File: src/rtl/adder_rr_sched_if.sv
`default_nettype none
// ============================================================================
//  Module      : adder_rr_sched_if
//  Description : Request/response bundle for the shared-adder scheduler.
//                Requesters pack their operands side by side: requester i
//                uses bits [i*W +: W] of req_a and req_b.
//                master : requesters and result consumer (drive requests,
//                         accept results)
//                slave  : the scheduler
//  Signals     : req_valid/req_ready/req_cin/req_chain [NREQ]
//                req_a/req_b [NREQ*W]
//                rsp_valid, rsp_ready, rsp_id[3], rsp_sum[W], rsp_cout, busy
//  Revision    : 1.0  initial release
// ============================================================================
interface adder_rr_sched_if #(
    parameter int NREQ = 4,
    parameter int W    = 14
);
    logic [NREQ-1:0]   req_valid;
    logic [NREQ-1:0]   req_ready;
    logic [NREQ*W-1:0] req_a;
    logic [NREQ*W-1:0] req_b;
    logic [NREQ-1:0]   req_cin;
    logic [NREQ-1:0]   req_chain;
    logic              rsp_valid;
    logic              rsp_ready;
    logic [2:0]        rsp_id;
    logic [W-1:0]      rsp_sum;
    logic              rsp_cout;
    logic              busy;

    modport master (
        output req_valid, req_a, req_b, req_cin, req_chain, rsp_ready,
        input  req_ready, rsp_valid, rsp_id, rsp_sum, rsp_cout, busy
    );

    modport slave (
        input  req_valid, req_a, req_b, req_cin, req_chain, rsp_ready,
        output req_ready, rsp_valid, rsp_id, rsp_sum, rsp_cout, busy
    );
endinterface
`default_nettype wire

File: src/rtl/adder_rr_sched.sv
`default_nettype none
// ============================================================================
//  Module      : adder_rr_sched
//  Description : Shares one W-bit parallel-prefix adder among NREQ
//                requesters. Round-robin arbitration, two pipeline stages
//                (operand register -> adder -> result register), one op per
//                cycle. Chained beats lock the grant to one requester and
//                take their carry-in from the previous beat's carry-out.
//  Ports       : clk  - clock, rising edge
//                rst  - synchronous reset, active high
//                bus  - adder_rr_sched_if.slave (requests, result, busy)
//  Parameters  : NREQ - number of requesters, 2..8
//                W    - operand width, tied to the adder width (14)
//  Revision    : 1.0  initial release
// ============================================================================
module adder_rr_sched #(
    parameter int NREQ = 4,
    parameter int W    = 14
) (
    input  logic            clk,
    input  logic            rst,
    adder_rr_sched_if.slave bus
);
    localparam int c_PW   = $clog2(NREQ);
    localparam int c_LVLS = $clog2(W);

    // Arbitration / lock state
    logic [c_PW-1:0] ptr_q;
    logic            lock_q;
    logic [c_PW-1:0] lock_id_q;
    logic            chain_carry_q;

    // Stage 1: operands
    logic            s1_valid_q;
    logic [W-1:0]    s1_a_q;
    logic [W-1:0]    s1_b_q;
    logic            s1_cin_q;
    logic [c_PW-1:0] s1_id_q;

    // Stage 2: result
    logic            s2_valid_q;
    logic [W-1:0]    s2_sum_q;
    logic            s2_cout_q;
    logic [c_PW-1:0] s2_id_q;

    logic [NREQ-1:0] w_grant;
    logic [c_PW-1:0] w_gnt_id;
    logic            w_gnt_vld;
    logic            w_s2_free;
    logic            w_s1_free;
    logic            w_xfer;
    logic            w_acc;
    logic            w_cin_sel;
    logic [c_PW-1:0] w_ptr_nxt;
    logic [W-1:0]    w_sum;
    logic            w_cout;

    assign w_s2_free = !s2_valid_q | bus.rsp_ready;
    assign w_s1_free = !s1_valid_q | w_s2_free;
    assign w_xfer    = s1_valid_q & w_s2_free;

    // ------------------------------------------------------------------
    // Arbitration: locked -> only lock_id; otherwise first valid from ptr.
    // ------------------------------------------------------------------
    always_comb begin
        int idx;
        idx       = 0;
        w_grant   = '0;
        w_gnt_id  = '0;
        w_gnt_vld = 1'b0;
        if (lock_q) begin
            if (bus.req_valid[lock_id_q]) begin
                w_gnt_vld = 1'b1;
                w_gnt_id  = lock_id_q;
            end
        end else begin
            for (int k = 0; k < NREQ; k++) begin
                idx = int'(ptr_q) + k;
                if (idx >= NREQ) begin
                    idx = idx - NREQ;
                end
                if (!w_gnt_vld && bus.req_valid[c_PW'(idx)]) begin
                    w_gnt_vld = 1'b1;
                    w_gnt_id  = c_PW'(idx);
                end
            end
        end
        w_grant[w_gnt_id] = w_gnt_vld;
    end

    assign bus.req_ready = w_grant & {NREQ{w_s1_free & ~rst}};
    assign w_acc         = w_gnt_vld & w_s1_free & ~rst;
    assign w_ptr_nxt     = (w_gnt_id == c_PW'(NREQ - 1)) ? '0 : w_gnt_id + c_PW'(1);

    // A chained beat accepted while its predecessor still sits in S1 can
    // only happen when S1 is moving to S2 this same cycle, so the
    // predecessor's carry is the live adder output rather than the
    // not-yet-updated chain_carry register.
    always_comb begin
        if (lock_q) begin
            w_cin_sel = s1_valid_q ? w_cout : chain_carry_q;
        end else begin
            w_cin_sel = bus.req_cin[w_gnt_id];
        end
    end

    // ------------------------------------------------------------------
    // Parallel-prefix adder (Ladner-Fischer/Sklansky tree) on S1.
    // Carry-in is folded into bit 0's generate, so gg[LVLS][i] is the
    // carry out of bit i.
    // ------------------------------------------------------------------
    logic w_gg [0:c_LVLS][0:W-1];
    logic w_pp [0:c_LVLS-1][0:W-1];

    for (genvar i = 0; i < W; i++) begin : g_init
        assign w_pp[0][i] = s1_a_q[i] ^ s1_b_q[i];
        if (i == 0) begin : g_lsb
            assign w_gg[0][i] = (s1_a_q[i] & s1_b_q[i]) | (w_pp[0][i] & s1_cin_q);
        end else begin : g_other
            assign w_gg[0][i] = s1_a_q[i] & s1_b_q[i];
        end
    end

    for (genvar l = 0; l < c_LVLS; l++) begin : g_lvl
        for (genvar i = 0; i < W; i++) begin : g_bit
            if (((i >> l) & 1) == 1) begin : g_merge
                localparam int c_J = ((i >> l) << l) - 1;
                assign w_gg[l+1][i] = w_gg[l][i] | (w_pp[l][i] & w_gg[l][c_J]);
                if (l < c_LVLS - 1) begin : g_prop
                    assign w_pp[l+1][i] = w_pp[l][i] & w_pp[l][c_J];
                end
            end else begin : g_pass
                assign w_gg[l+1][i] = w_gg[l][i];
                if (l < c_LVLS - 1) begin : g_prop
                    assign w_pp[l+1][i] = w_pp[l][i];
                end
            end
        end
    end

    for (genvar i = 0; i < W; i++) begin : g_sum
        if (i == 0) begin : g_lsb
            assign w_sum[i] = w_pp[0][i] ^ s1_cin_q;
        end else begin : g_other
            assign w_sum[i] = w_pp[0][i] ^ w_gg[c_LVLS][i-1];
        end
    end
    assign w_cout = w_gg[c_LVLS][W-1];

    // ------------------------------------------------------------------
    // Pipeline and arbitration state
    // ------------------------------------------------------------------
    always_ff @(posedge clk) begin
        if (rst) begin
            ptr_q         <= '0;
            lock_q        <= 1'b0;
            lock_id_q     <= '0;
            chain_carry_q <= 1'b0;
            s1_valid_q    <= 1'b0;
            s1_a_q        <= '0;
            s1_b_q        <= '0;
            s1_cin_q      <= 1'b0;
            s1_id_q       <= '0;
            s2_valid_q    <= 1'b0;
            s2_sum_q      <= '0;
            s2_cout_q     <= 1'b0;
            s2_id_q       <= '0;
        end else begin
            if (w_acc) begin
                s1_valid_q <= 1'b1;
                s1_a_q     <= bus.req_a[int'(w_gnt_id)*W +: W];
                s1_b_q     <= bus.req_b[int'(w_gnt_id)*W +: W];
                s1_cin_q   <= w_cin_sel;
                s1_id_q    <= w_gnt_id;
                if (bus.req_chain[w_gnt_id]) begin
                    lock_q    <= 1'b1;
                    lock_id_q <= w_gnt_id;
                end else begin
                    lock_q <= 1'b0;
                    ptr_q  <= w_ptr_nxt;
                end
            end else if (w_xfer) begin
                s1_valid_q <= 1'b0;
            end

            if (w_xfer) begin
                s2_valid_q    <= 1'b1;
                s2_sum_q      <= w_sum;
                s2_cout_q     <= w_cout;
                s2_id_q       <= s1_id_q;
                chain_carry_q <= w_cout;
            end else if (bus.rsp_ready) begin
                s2_valid_q <= 1'b0;
            end
        end
    end

    assign bus.rsp_valid = s2_valid_q;
    assign bus.rsp_id    = 3'(s2_id_q);
    assign bus.rsp_sum   = s2_sum_q;
    assign bus.rsp_cout  = s2_cout_q;
    assign bus.busy      = s1_valid_q | s2_valid_q | lock_q;

endmodule
`default_nettype wire

File: src/flat_wrapper.sv
// flat-port wrapper written by rule: the top's interface ports become plain ports
module adder_rr_sched_flat 
#(
    parameter int NREQ = 4,
    parameter int W    = 14
)
  (clk, rst, bus_req_valid, bus_req_a, bus_req_b, bus_req_cin, bus_req_chain, bus_rsp_ready, bus_req_ready, bus_rsp_valid, bus_rsp_id, bus_rsp_sum, bus_rsp_cout, bus_busy);
  adder_rr_sched_if #(.NREQ(NREQ), .W(W)) bus_i ();
  input  logic clk;
  input  logic rst;
  input wire logic [$bits(bus_i.req_valid)-1:0] bus_req_valid;
  input wire logic [$bits(bus_i.req_a)-1:0] bus_req_a;
  input wire logic [$bits(bus_i.req_b)-1:0] bus_req_b;
  input wire logic [$bits(bus_i.req_cin)-1:0] bus_req_cin;
  input wire logic [$bits(bus_i.req_chain)-1:0] bus_req_chain;
  input wire logic [$bits(bus_i.rsp_ready)-1:0] bus_rsp_ready;
  output wire logic [$bits(bus_i.req_ready)-1:0] bus_req_ready;
  output wire logic [$bits(bus_i.rsp_valid)-1:0] bus_rsp_valid;
  output wire logic [$bits(bus_i.rsp_id)-1:0] bus_rsp_id;
  output wire logic [$bits(bus_i.rsp_sum)-1:0] bus_rsp_sum;
  output wire logic [$bits(bus_i.rsp_cout)-1:0] bus_rsp_cout;
  output wire logic [$bits(bus_i.busy)-1:0] bus_busy;
  assign bus_i.req_valid = bus_req_valid;
  assign bus_i.req_a = bus_req_a;
  assign bus_i.req_b = bus_req_b;
  assign bus_i.req_cin = bus_req_cin;
  assign bus_i.req_chain = bus_req_chain;
  assign bus_i.rsp_ready = bus_rsp_ready;
  assign bus_req_ready = bus_i.req_ready;
  assign bus_rsp_valid = bus_i.rsp_valid;
  assign bus_rsp_id = bus_i.rsp_id;
  assign bus_rsp_sum = bus_i.rsp_sum;
  assign bus_rsp_cout = bus_i.rsp_cout;
  assign bus_busy = bus_i.busy;
  adder_rr_sched #(.NREQ(NREQ), .W(W)) u_core (.clk(clk), .rst(rst), .bus(bus_i));
endmodule
File: config.mk
export PLATFORM = sky130hd
export DESIGN_NAME = adder_rr_sched_flat
export DESIGN_NICKNAME = d
export VERILOG_FILES = /design/src/rtl/adder_rr_sched_if.sv /design/src/rtl/adder_rr_sched.sv /design/src/flat_wrapper.sv
export SDC_FILE = /design/constraint.sdc
export NUM_CORES = 1
export LEC_CHECK = 0
export ABC_AREA = 1
export BUFFER_PORTS_ARGS = -buffer_cell sky130_fd_sc_hd__buf_4
export CELL_PAD_IN_SITES_DETAIL_PLACEMENT = 0
export CELL_PAD_IN_SITES_GLOBAL_PLACEMENT = 1
export CORE_ASPECT_RATIO = 1.5
export CORE_UTILIZATION = 37
export CTS_BUF_LIST = sky130_fd_sc_hd__clkbuf_8
export DETAILED_ROUTE_END_ITERATION = 12
export PLACE_DENSITY_LB_ADDON = 0.25
export SLEW_MARGIN = 20
export SYNTH_ARGS = -nofsm -noshare
export SYNTH_HDL_FRONTEND = slang
export SYNTH_SLANG_ARGS = --single-unit
File: constraint.sdc
create_clock -name clk -period 3.3 [get_ports clk]
set_input_delay 0.165 -clock clk [delete_from_list [all_inputs] [get_ports clk]]
set_output_delay 0.165 -clock clk [all_outputs]
set_load 0.01 [all_outputs]
==> impl_metrics.env, run 1 <==
export IMPL_timing_max_slew_rel_slack=0.576
export IMPL_cap_violations=0
export IMPL_critical_path_required_ns=3.13
export IMPL_postSynthRegisterBits=55
export IMPL_synth_edf_count=0
export IMPL_total_leakage_power_nw=2.70
export IMPL_total_number_of_yosys_warnings=0
export IMPL_num_fill_cells=1097
export IMPL_start_kind="flip-flop"
export IMPL_clkSinkCount=55
export IMPL_drt_wirelength_per_cell_um=14.3
export IMPL_fmax_mhz=338
export IMPL_ctsRootBufferMaster="sky130_fd_sc_hd__clkbuf_8"
export IMPL_critPathMaxStageDelay_ns=0.50
export IMPL_worst_path_max_fanout=19
export IMPL_crit_path_cell_trace="inv_2, nand2_1, nand2_1, nand2_1, nand2_1, nor2_1, nand3_1, nand4_1, nand2_4, inv_2, ha_1, inv_1, nor2_1, buf_4"
export IMPL_report_final_slew_viol_count=0
export IMPL_rsz_0062_raised_after_global_routing="no"
export IMPL_timing_rr_start="u_core.ptr_q[1]"
export IMPL_hold_path_startpoint="bus_req_a[13]"
export IMPL_timing_final_hold_violations=0
export IMPL_critical_path_top_cell_by_count="sky130_fd_sc_hd__nand2_1"
export IMPL_gr_usage_all_layers=0.237
export IMPL_place_hpwl_um=10300
export IMPL_worst_setup_path_end_kind="output pin"
export IMPL_post_drt_via_cell_ratio=4.84
export IMPL_post_dp_cell_area_mm2=0.00510
export IMPL_crit_buf_inv=4
export IMPL_placeableCoreArea_mm2=0.0102
export IMPL_clock_skew_final_ns=0.0106
export IMPL_row_count=45
export IMPL_totalWireLength_um=12800
export IMPL_route_vias_total=4310
export IMPL_drive_gt1_frac=0.250
export IMPL_syn_cell_area_mm2=0.00395
export IMPL_postSynthCellCount=619
export IMPL_diodes=0
export IMPL_yosys_cell_types_count=33
export IMPL_grt_antenna_before_repair=0
export IMPL_buffer_depth_of_the_longest_clock_path=2
export IMPL_post_route_cell_area_mm2=0.00525
export IMPL_cts_repair_resized=0
export IMPL_post_cts_repair_setup_buffers=0
export IMPL_critical_path_top_delay_family="simple AND/OR/NAND/NOR gates"
export IMPL_final_sum_of_negative_setup_slack_ns=0
export IMPL_synthToLayoutAreaGrowth_pct=32.8
export IMPL_die_h_um=129
export IMPL_synth_fp_nets=767
export IMPL_layout_min_cycle_time_ns=2.96
export IMPL_drc_errors=0
export IMPL_run_status="finished, final reports clean"
export IMPL_die_width_um=86.4
export IMPL_cp_arrival_ns=2.80
export IMPL_htree_num_levels=2
export IMPL_critPathLaunch="u_core.ptr_q[1]"
export IMPL_port_buffer_count=149
export IMPL_final_net_count=896
export IMPL_ctsHoldBuffers=0
export IMPL_grt_start_max_net_pins=45
export IMPL_slowest_stage="sky130_fd_sc_hd__dfxtp_1"
export IMPL_first_pass_iters=4
export IMPL_maximum_resistive_drop_on_vdd_mv=0.335
export IMPL_gp_routability_congestion=0.889
export IMPL_dr_first_iter_drc_count=143
export IMPL_timing_hold_worst_class="input pin to flip-flop"
export IMPL_grt_overflow_total=0
export IMPL_initial_utilization=0.386
export IMPL_cts_reportedPaths_clkPinSlew_ns=0.10
export IMPL_pwr_density_cell_mw_per_mm2=863
export IMPL_synth_area_per_cell_um2=6.39
export IMPL_worst_slew_pin_slew_ns=0.632
export IMPL_ys_seq_area_frac=0.279
export IMPL_ys_async_sr_fraction=0
export IMPL_timing_final_crit_share=0.897
export IMPL_drtAntennaViolNets=0
export IMPL_cts_made_buffers=5
export IMPL_via_count_of_the_first_global_routing_pass=4174
export IMPL_timing_final_setup_violations=0
export IMPL_cts_tree="built"
export IMPL_synth_ff_type="sky130_fd_sc_hd__dfxtp_1"
export IMPL_dieArea_mm2=0.0111
export IMPL_global_route_wire_length_before_repair_um=20200
export IMPL_num_io_pins=151
export IMPL_worst_skew_late_latency_ns=0.31
export IMPL_path_class="flip-flop to output pin"
state kept, by name, summed over array words and instances (netlist names):
register	flops
u_core.s1_id_q	2
u_core.bus.rsp_sum	14
u_core.s1_cin_q	1
u_core.ptr_q	2
u_core.lock_id_q	2
u_core.chain_carry_q	1
u_core.s1_a_q	14
u_core.lock_q	1
u_core.s2_id_q	2
u_core.s1_valid_q	1
u_core.bus.rsp_valid	1
u_core.s1_b_q	14
path summary, 6_finish.rpt:
kind | to | depth (start not counted) | slack (ns)
worst max-delay path | bus_req_ready[3] | 14 | 0.34
worst min-delay path | u_core.s1_a_q[13] | 3 | 0.09
worst max register to register | u_core.s1_b_q[8] | 15 | 0.59
worst min register to register | u_core.s2_id_q[1] | 2 | 0.50
cell type report:
class | count | area [µm²] | share of cell area
clock buffers | 5 | 68.8 | 0.0131
clock inverters | 3 | 71.3 | 0.0136
inverters | 62 | 238 | 0.0453
multi-input cells | 470 | 2420 | 0.462
flip-flops and latches | 55 | 1100 | 0.210
well taps | 141 | 176 | 0.0336
repair buffers | 154 | 1170 | 0.223
worst register-to-register path: cells and delay by family (launching register included):
family                 cells  cell delay (ns)
buffers and inverters      3             0.73
and+or+nand+nor           11             1.32
DFF                        1             0.50
AOI/OAI and AO/OA          1             0.12
metal layers:
layer	up-vias	track usage	share of wire
li1	2242	-	-
met1	1896	0.254	0.38
met2	146	0.462	0.54
met3	26	0.0301	0.041
met4	0	0.0882	0.038
met5	-	0	0
placed cells by master (no fill, tap or decap), types with 2 or more instances in the layout:
cell and instances:
sky130_fd_sc_hd__o211ai_1 31, sky130_fd_sc_hd__o21ai_0 24, sky130_fd_sc_hd__nand2_1 144, sky130_fd_sc_hd__buf_4 153, sky130_fd_sc_hd__nand4_1 4, sky130_fd_sc_hd__inv_4 2
sky130_fd_sc_hd__xnor2_1 2, sky130_fd_sc_hd__o21ai_1 11, sky130_fd_sc_hd__or2_2 4, sky130_fd_sc_hd__nand3_1 52, sky130_fd_sc_hd__xor2_1 5, sky130_fd_sc_hd__nand3_2 3
sky130_fd_sc_hd__clkbuf_8 5, sky130_fd_sc_hd__bufinv_16 2, sky130_fd_sc_hd__ha_1 16, sky130_fd_sc_hd__inv_2 4, sky130_fd_sc_hd__or2_0 12, sky130_fd_sc_hd__inv_1 55
sky130_fd_sc_hd__nor2_4 2, sky130_fd_sc_hd__fa_1 5, sky130_fd_sc_hd__nor2_2 3, sky130_fd_sc_hd__nor2_1 108, sky130_fd_sc_hd__nand2_2 2, sky130_fd_sc_hd__a21oi_1 34
sky130_fd_sc_hd__dfxtp_1 54, sky130_fd_sc_hd__nand2_4 3
where the power goes:
part           switching (mW)  internal (mW)  leakage [nW]
clock                   0.236          0.308        0.0703
sequential              0.202          0.912         0.456
combinational            1.80           1.07          2.18
cells in the mapped netlist (9+ instances only):
cell type / count / share of area
sky130_fd_sc_hd__a21oi_1: 34 / 0.043
sky130_fd_sc_hd__buf_2: 11 / 0.014
sky130_fd_sc_hd__clkbuf_1: 9 / 0.0085
sky130_fd_sc_hd__dfxtp_1: 55 / 0.28
sky130_fd_sc_hd__ha_1: 16 / 0.051
sky130_fd_sc_hd__inv_1: 55 / 0.052
sky130_fd_sc_hd__nand2_1: 144 / 0.14
sky130_fd_sc_hd__nand3_1: 52 / 0.066
sky130_fd_sc_hd__nor2_1: 108 / 0.10
sky130_fd_sc_hd__o211ai_1: 31 / 0.059
sky130_fd_sc_hd__o21ai_0: 24 / 0.030
sky130_fd_sc_hd__o21ai_1: 11 / 0.014
sky130_fd_sc_hd__or2_0: 12 / 0.019
kinds of logic after synthesis:
family | count (synthesis) | synth area share
simple gates | 338 | 0.368
compound gates | 103 | 0.152
other cells | 1 | 0.000949
fa+ha+maj | 21 | 0.0760
flops | 55 | 0.279
xor+xnor | 7 | 0.0155
buf+inv | 94 | 0.109
stage by stage:
step | hold slack, ns | cells | setup slack (ns) | total power [mW] | utilization
6_report | 0.0917 | 890 | 0.340 | 4.53 | 0.512
5_1_grt | 0.0833 | 890 | 0.0722 | 4.99 | 0.512
4_1_cts | 0.0892 | 890 | 0.127 | 4.58 | 0.512
3_5_place_dp | 0.412 | 882 | 0.432 | 4.03 | 0.498
3_3_place_gp | 0.404 | 882 | 0.467 | 4.00 | 0.498
2_1_floorplan | 0.316 | 619 | 1.11 | 3.24 | -
Power figures use the tool's default switching activity.
==> inputs of run 2 (changes only) <==
--- a/config.mk
+++ b/config.mk
@@ -5,12 +5,12 @@
 export SDC_FILE = /design/constraint.sdc
 export NUM_CORES = 1
 export LEC_CHECK = 0
-export ABC_AREA = 1
+export ABC_AREA = 0
 export BUFFER_PORTS_ARGS = -buffer_cell sky130_fd_sc_hd__buf_4
 export CELL_PAD_IN_SITES_DETAIL_PLACEMENT = 0
 export CELL_PAD_IN_SITES_GLOBAL_PLACEMENT = 1
 export CORE_ASPECT_RATIO = 1.5
-export CORE_UTILIZATION = 37
+export CORE_UTILIZATION = 40
 export CTS_BUF_LIST = sky130_fd_sc_hd__clkbuf_8
 export DETAILED_ROUTE_END_ITERATION = 12
 export PLACE_DENSITY_LB_ADDON = 0.25
==> impl_metrics.env, run 2 <==
export IMPL_run_status="finished, final reports clean"
export IMPL_drc_errors=0
export IMPL_worst_setup_path_end_kind="output pin"
export IMPL_main_combinational_cell_family_by_area_after_synthesis="compound AO/OA/AOI/OAI gates"
export IMPL_totalWireLength_um=11000
export IMPL_post_drt_via_cell_ratio=5.36
export IMPL_timing_max_slew_rel_slack=0.296
export IMPL_synth_top_cells_by_count="sky130_fd_sc_hd__dfxtp_1 (55), sky130_fd_sc_hd__nand2_1 (40), sky130_fd_sc_hd__nor2_1 (38)"
export IMPL_postSynthRegisterBits=55
export IMPL_worst_path_max_fanout=66
export IMPL_cts_reportedPaths_clkPinSlew_ns=0.10
export IMPL_yosys_cell_types_count=56
export IMPL_fmax_mhz=347
export IMPL_synth_edf_count=0
export IMPL_yosysTopAreaCell="sky130_fd_sc_hd__dfxtp_1"
export IMPL_ys_seq_area_frac=0.280
export IMPL_diodes=0
export IMPL_cts_made_buffers=5
export IMPL_timing_final_crit_share=0.873
export IMPL_placeableCoreArea_mm2=0.00963
export IMPL_syn_cell_area_mm2=0.00393
export IMPL_clkSinkCount=55
export IMPL_dr_first_iter_drc_count=128
export IMPL_grt_start_max_net_pins=67
export IMPL_layout_common_cells="sky130_fd_sc_hd__buf_4 (154), sky130_fd_sc_hd__dfxtp_1 (55), sky130_fd_sc_hd__nand2_1 (40), sky130_fd_sc_hd__nor2_1 (38), sky130_fd_sc_hd__mux2i_1 (35)"
export IMPL_synthToLayoutAreaGrowth_pct=31.5
export IMPL_drive_gt1_frac=0.387
export IMPL_ctsRootBufferMaster="sky130_fd_sc_hd__clkbuf_8"
export IMPL_post_route_util=0.537
export IMPL_start_kind="flip-flop"
export IMPL_synth_adder_area_share=0.0763
export IMPL_cap_violations=0
export IMPL_critical_path_required_ns=3.13
export IMPL_drt_wirelength_per_cell_um=16.1
export IMPL_ys_async_sr_fraction=0
export IMPL_pwr_density_cell_mw_per_mm2=685
export IMPL_final_net_count=717
export IMPL_layout_min_cycle_time_ns=2.88
export IMPL_worst_slew_pin_slew_ns=1.06
export IMPL_compound_gate_fraction_of_synth_area=0.230
export IMPL_via_count_of_the_first_global_routing_pass=3783
export IMPL_buffer_depth_of_the_longest_clock_path=2
export IMPL_global_route_wire_length_before_repair_um=18000
export IMPL_maximum_resistive_drop_on_vdd_mv=0.336
export IMPL_yosys_area_share_xor_xnor=0.0156
export IMPL_reg2reg_slack_ns=0.56
export IMPL_report_final_slew_viol_count=0
export IMPL_initial_utilization=0.408
export IMPL_ctsHoldBuffers=0
export IMPL_port_buffer_count=149
export IMPL_yosys_top_cells_area="sky130_fd_sc_hd__dfxtp_1 (28%), sky130_fd_sc_hd__mux2i_1 (8.9%), sky130_fd_sc_hd__mux2_2 (6.9%), sky130_fd_sc_hd__a211oi_1 (5.2%), sky130_fd_sc_hd__ha_1 (5.1%)"
export IMPL_cp_arrival_ns=2.72
export IMPL_place_hpwl_um=8680
export IMPL_num_io_pins=151
export IMPL_post_synth_top_count_cell="sky130_fd_sc_hd__dfxtp_1"
export IMPL_yosys_area_top_type_share=0.280
export IMPL_synth_ff_type="sky130_fd_sc_hd__dfxtp_1"
export IMPL_route_vias_total=3666
export IMPL_timing_final_hold_violations=0
export IMPL_layout_commonest_cell="sky130_fd_sc_hd__buf_4"
export IMPL_worst_skew_late_latency_ns=0.31
export IMPL_multiplexer_share_of_the_synthesized_area=0.198
export IMPL_timing_final_setup_violations=0
export IMPL_first_pass_iters=6
export IMPL_synth_fp_nets=591
export IMPL_cts_repair_resized=0
export IMPL_dp_slack_ns=0.596
export IMPL_synth_area_per_cell_um2=8.88
export IMPL_gr_usage_all_layers=0.220
export IMPL_final_sum_of_negative_setup_slack_ns=0
export IMPL_grt_overflow_total=0
export IMPL_postSynthCellCount=443
export IMPL_total_leakage_power_nw=2.41
export IMPL_htree_num_levels=2
export IMPL_dieArea_mm2=0.0102
export IMPL_path_class="flip-flop to output pin"
export IMPL_total_number_of_yosys_warnings=0
export IMPL_gp_routability_congestion=0.827
export IMPL_grt_antenna_before_repair=0
export IMPL_rsz_0062_raised_after_global_routing="no"
export IMPL_clock_skew_final_ns=0.00999
export IMPL_cts_tree="built"
export IMPL_die_width_um=83.0
export IMPL_timing_hold_worst_class="input pin to flip-flop"
export IMPL_drtAntennaViolNets=0
export IMPL_row_count=44
export IMPL_post_cts_repair_setup_buffers=0
export IMPL_die_h_um=123
export IMPL_post_synth_and_or_nand_nor_area_fraction=0.131
export IMPL_setup_slack_ns=0.420
run 2: power breakdown:
part           internal (mW)  switching (mW)
registers              0.881           0.175
clock network          0.222           0.220
logic                   1.00            1.04
total                   2.10            1.44
run 2: routing by layer:
metal,GRT usage,share of wire,vias to the layer above
met4,0.0787,0.028,0
met2,0.453,0.57,97
met5,0,0,-
li1,-,-,1859
met1,0.222,0.37,1687
met3,0.0287,0.034,23
run 2: kinds of logic (layout without fill, tap and decap cells):
logic type | Yosys count | count (layout)
xor+xnor | 7 | 7
fa+ha+maj | 21 | 21
simple gates | 112 | 112
flops | 55 | 55
other cells | 1 | 1
mux | 70 | 70
compound gates | 121 | 121
buf+inv | 56 | 182
run 2: metrics by stage:
stage	cells	power, mW	hold WS (ns)	cell area [µm²]
after detailed placement	677	3.14	0.448	5070
after CTS	684	3.59	0.163	5170
after global routing	684	3.85	0.197	5170
after floorplan	443	2.59	0.385	3930
after global placement	677	3.11	0.444	5070
final	684	3.54	0.175	5170
run 2: layout make-up:
type                            count  area (µm²)
Inverter                           20        75.1
Clock buffer                        5        68.8
Timing Repair Buffer              155        1180
Fill cell                         948        4460
Clock inverter                      2        37.5
Tap cell                          115         144
Sequential cell                    55        1100
Multi-Input combinational cell    332        2570
run 2: path summary, 6_finish.rpt:
check / depth (start not counted) / startpoint / endpoint
worst max-delay path: 7 / u_core.lock_id_q[1] / bus_req_ready[3]
worst max register to register: 7 / u_core.ptr_q[0] / u_core.lock_id_q[0]
worst min register to register: 2 / u_core.bus.rsp_sum[12] / u_core.bus.rsp_sum[12]
worst min-delay path: 4 / bus_rsp_ready / u_core.bus.rsp_valid
run 2: critical path: stages (launching register included):
cell	delay, ns
sky130_fd_sc_hd__dfxtp_1	0.39
sky130_fd_sc_hd__mux2_2	0.35
sky130_fd_sc_hd__a21oi_1	0.18
sky130_fd_sc_hd__a31o_4	0.79
sky130_fd_sc_hd__inv_1	0.15
sky130_fd_sc_hd__ha_1	0.23
sky130_fd_sc_hd__and2_1	0.13
sky130_fd_sc_hd__buf_4	0.14
==> inputs of run 3 (changes only) <==
--- a/config.mk
+++ b/config.mk
@@ -12,8 +12,10 @@
 export CORE_ASPECT_RATIO = 1.5
 export CORE_UTILIZATION = 40
 export CTS_BUF_LIST = sky130_fd_sc_hd__clkbuf_8
+export CTS_CLUSTER_DIAMETER = 150
 export DETAILED_ROUTE_END_ITERATION = 12
 export PLACE_DENSITY_LB_ADDON = 0.25
+export REMOVE_ABC_BUFFERS = 1
 export SLEW_MARGIN = 20
 export SYNTH_ARGS = -nofsm -noshare
 export SYNTH_HDL_FRONTEND = slang
==> constraint.sdc (replaced) <==
create_clock -name clk -period 3.6 [get_ports clk]
set_input_delay 0.18 -clock clk [delete_from_list [all_inputs] [get_ports clk]]
set_output_delay 0.18 -clock clk [all_outputs]
set_load 0.01 [all_outputs]
==> impl_metrics.env, run 3 (same netlist as run 2, synthesis figures left out) <==
export IMPL_run_status="finished, final reports clean"
export IMPL_worst_hold_margin_ns=0.208
export IMPL_first_pass_iters=7
export IMPL_dieArea_mm2=0.0102
export IMPL_post_dp_cell_area_mm2=0.00505
export IMPL_grt_start_max_net_pins=67
export IMPL_htree_num_levels=2
export IMPL_critPathMaxStageDelay_ns=0.76
export IMPL_initial_utilization=0.408
export IMPL_critical_path_required_ns=3.42
export IMPL_worst_slew_pin_slew_ns=1.05
export IMPL_worst_setup_path_end_kind="output pin"
export IMPL_dr_first_iter_drc_count=82
export IMPL_global_route_wire_length_before_repair_um=15800
export IMPL_via_count_of_the_first_global_routing_pass=3530
export IMPL_crit_buf_inv=2
export IMPL_worst_skew_late_latency_ns=0.31
export IMPL_met2_usage=0.381
export IMPL_drc_errors=0
export IMPL_clock_skew_final_ns=0.0105
export IMPL_numPlacedInstances=676
export IMPL_min_path_cells=4
export IMPL_dp_slack_ns=0.715
export IMPL_r2r_worst_path_cells=11
export IMPL_reg2reg_slack_ns=0.74
export IMPL_synthToLayoutAreaGrowth_pct=30.7
export IMPL_post_drt_via_cell_ratio=5.36
export IMPL_fmax_mhz=322
export IMPL_slowest_stage="sky130_fd_sc_hd__o211ai_1"
export IMPL_totalWireLength_um=9700
export IMPL_layout_commonest_cell="sky130_fd_sc_hd__buf_4"
export IMPL_gr_usage_all_layers=0.189
export IMPL_ctsHoldBuffers=0
export IMPL_timing_final_hold_violations=0
export IMPL_groute_layer_met1_usage=0.195
export IMPL_grt_busiest_layer="met2"
export IMPL_clkSinkCount=55
export IMPL_grt_antenna_before_repair=0
export IMPL_setup_slack_ns=0.493
export IMPL_holdPathEnd="u_core.bus.rsp_valid"
export IMPL_worst_path_max_fanout=25
export IMPL_route_vias_total=3663
export IMPL_rsz_0062_raised_after_global_routing="no"
export IMPL_num_io_pins=151
export IMPL_drtAntennaViolNets=0
export IMPL_drt_wirelength_per_cell_um=14.2
export IMPL_layout_common_cells="sky130_fd_sc_hd__buf_4 (154), sky130_fd_sc_hd__dfxtp_1 (55), sky130_fd_sc_hd__nand2_1 (40), sky130_fd_sc_hd__nor2_1 (38), sky130_fd_sc_hd__mux2i_1 (35)"
export IMPL_drive_gt1_frac=0.388
export IMPL_timing_rr_start="u_core.s1_cin_q"
export IMPL_total_leakage_power_nw=2.39
export IMPL_cts_tree="built"
export IMPL_maximum_resistive_drop_on_vdd_mv=0.641
export IMPL_report_final_slew_viol_count=0
export IMPL_timing_hold_worst_class="input pin to flip-flop"
export IMPL_grt_overflow_total=0
export IMPL_timing_final_setup_violations=0
export IMPL_power_total_mw=3.15
export IMPL_placeableCoreArea_mm2=0.00963
export IMPL_final_net_count=716
export IMPL_post_route_util=0.534
export IMPL_buffer_depth_of_the_longest_clock_path=2
export IMPL_cp_arrival_ns=2.93
export IMPL_timing_max_slew_rel_slack=0.300
export IMPL_timing_final_crit_share=0.863
export IMPL_die_width_um=83.0
export IMPL_final_cells=684
export IMPL_diodes=0
export IMPL_cts_repair_resized=0
export IMPL_start_kind="flip-flop"
export IMPL_place_hpwl_um=7380
export IMPL_row_count=44
export IMPL_cts_reportedPaths_clkPinSlew_ns=0.10
export IMPL_hold_path_startpoint="bus_rsp_ready"
export IMPL_crit_path_cell_trace="nand2b_1, a2bb2oi_1, o41ai_1, o211ai_1, buf_4, ha_1, and2_1, buf_4"
export IMPL_cts_made_buffers=5
export IMPL_port_buffer_count=149
export IMPL_critical_path_reg2reg_endpoint="u_core.bus.rsp_sum[13]"
export IMPL_path_class="flip-flop to output pin"
export IMPL_cap_violations=0
export IMPL_final_sum_of_negative_setup_slack_ns=0
export IMPL_critical_path_top_delay_family="compound AO/OA/AOI/OAI gates"
export IMPL_post_cts_repair_setup_buffers=0
export IMPL_pwr_density_cell_mw_per_mm2=613
export IMPL_grt_met3_usage=0.0274
export IMPL_gp_routability_congestion=0.792
export IMPL_ctsRootBufferMaster="sky130_fd_sc_hd__clkbuf_8"
export IMPL_layout_min_cycle_time_ns=3.11
export IMPL_die_h_um=123
export IMPL_post_route_cell_area_mm2=0.00514
export IMPL_critical_path_top_cell_by_count="sky130_fd_sc_hd__buf_4"
[run 3: cell types whose count changed in the layout (fill, tap and decap cells not counted)]
cell                        delta
sky130_fd_sc_hd__buf_12        -1
sky130_fd_sc_hd__bufinv_16     -1
sky130_fd_sc_hd__nor2b_2       +1
sky130_fd_sc_hd__clkinv_4      +2
sky130_fd_sc_hd__nor2b_1       -1
[run 3: metal layers]
layer / share of wire / wire (µm)
met1: 0.39 / 3740
met2: 0.55 / 5340
met3: 0.041 / 398
met4: 0.023 / 221
met5: 0 / 0
[run 3: power breakdown]
part	switching, mW	total (mW)	internal (mW)
combinational	0.936	1.85	0.909
clock	0.218	0.357	0.140
sequential	0.143	0.950	0.807
total	1.30	3.15	1.86
[run 3: cell type report]
type                    instances  area, µm²
fillers                       924       4490
inverters                      20       75.1
repair buffers                154       1160
clock buffers                   5       68.8
clock inverters                 3       25.0
well taps                     115        144
flip-flops and latches         55       1100
multi-input cells             332       2570
[run 3: how the worst max path moves through the flow]
| stage | startpoint | cells after the start | to | slack, ns |
|---|---|---|---|---|
| 2_1_floorplan | u_core.ptr_q[0] | 8 | u_core.ptr_q[1] | -0.86 |
| 3_3_place_gp | u_core.s1_cin_q | 11 | u_core.bus.rsp_sum[13] | 0.76 |
| 3_5_place_dp | u_core.s1_cin_q | 11 | u_core.bus.rsp_sum[13] | 0.72 |
| 4_1_cts | u_core.ptr_q[0] | 8 | bus_req_ready[0] | 0.49 |
| 5_1_grt | u_core.ptr_q[0] | 8 | bus_req_ready[0] | 0.26 |
| 6_report | u_core.ptr_q[0] | 8 | bus_req_ready[0] | 0.49 |
[run 3: worst min-delay path: stages]
cell and delay (ns):
sky130_fd_sc_hd__buf_4 0.08, sky130_fd_sc_hd__nor2b_1 0.08, sky130_fd_sc_hd__nor2_1 0.10, sky130_fd_sc_hd__nor2_1 0.04
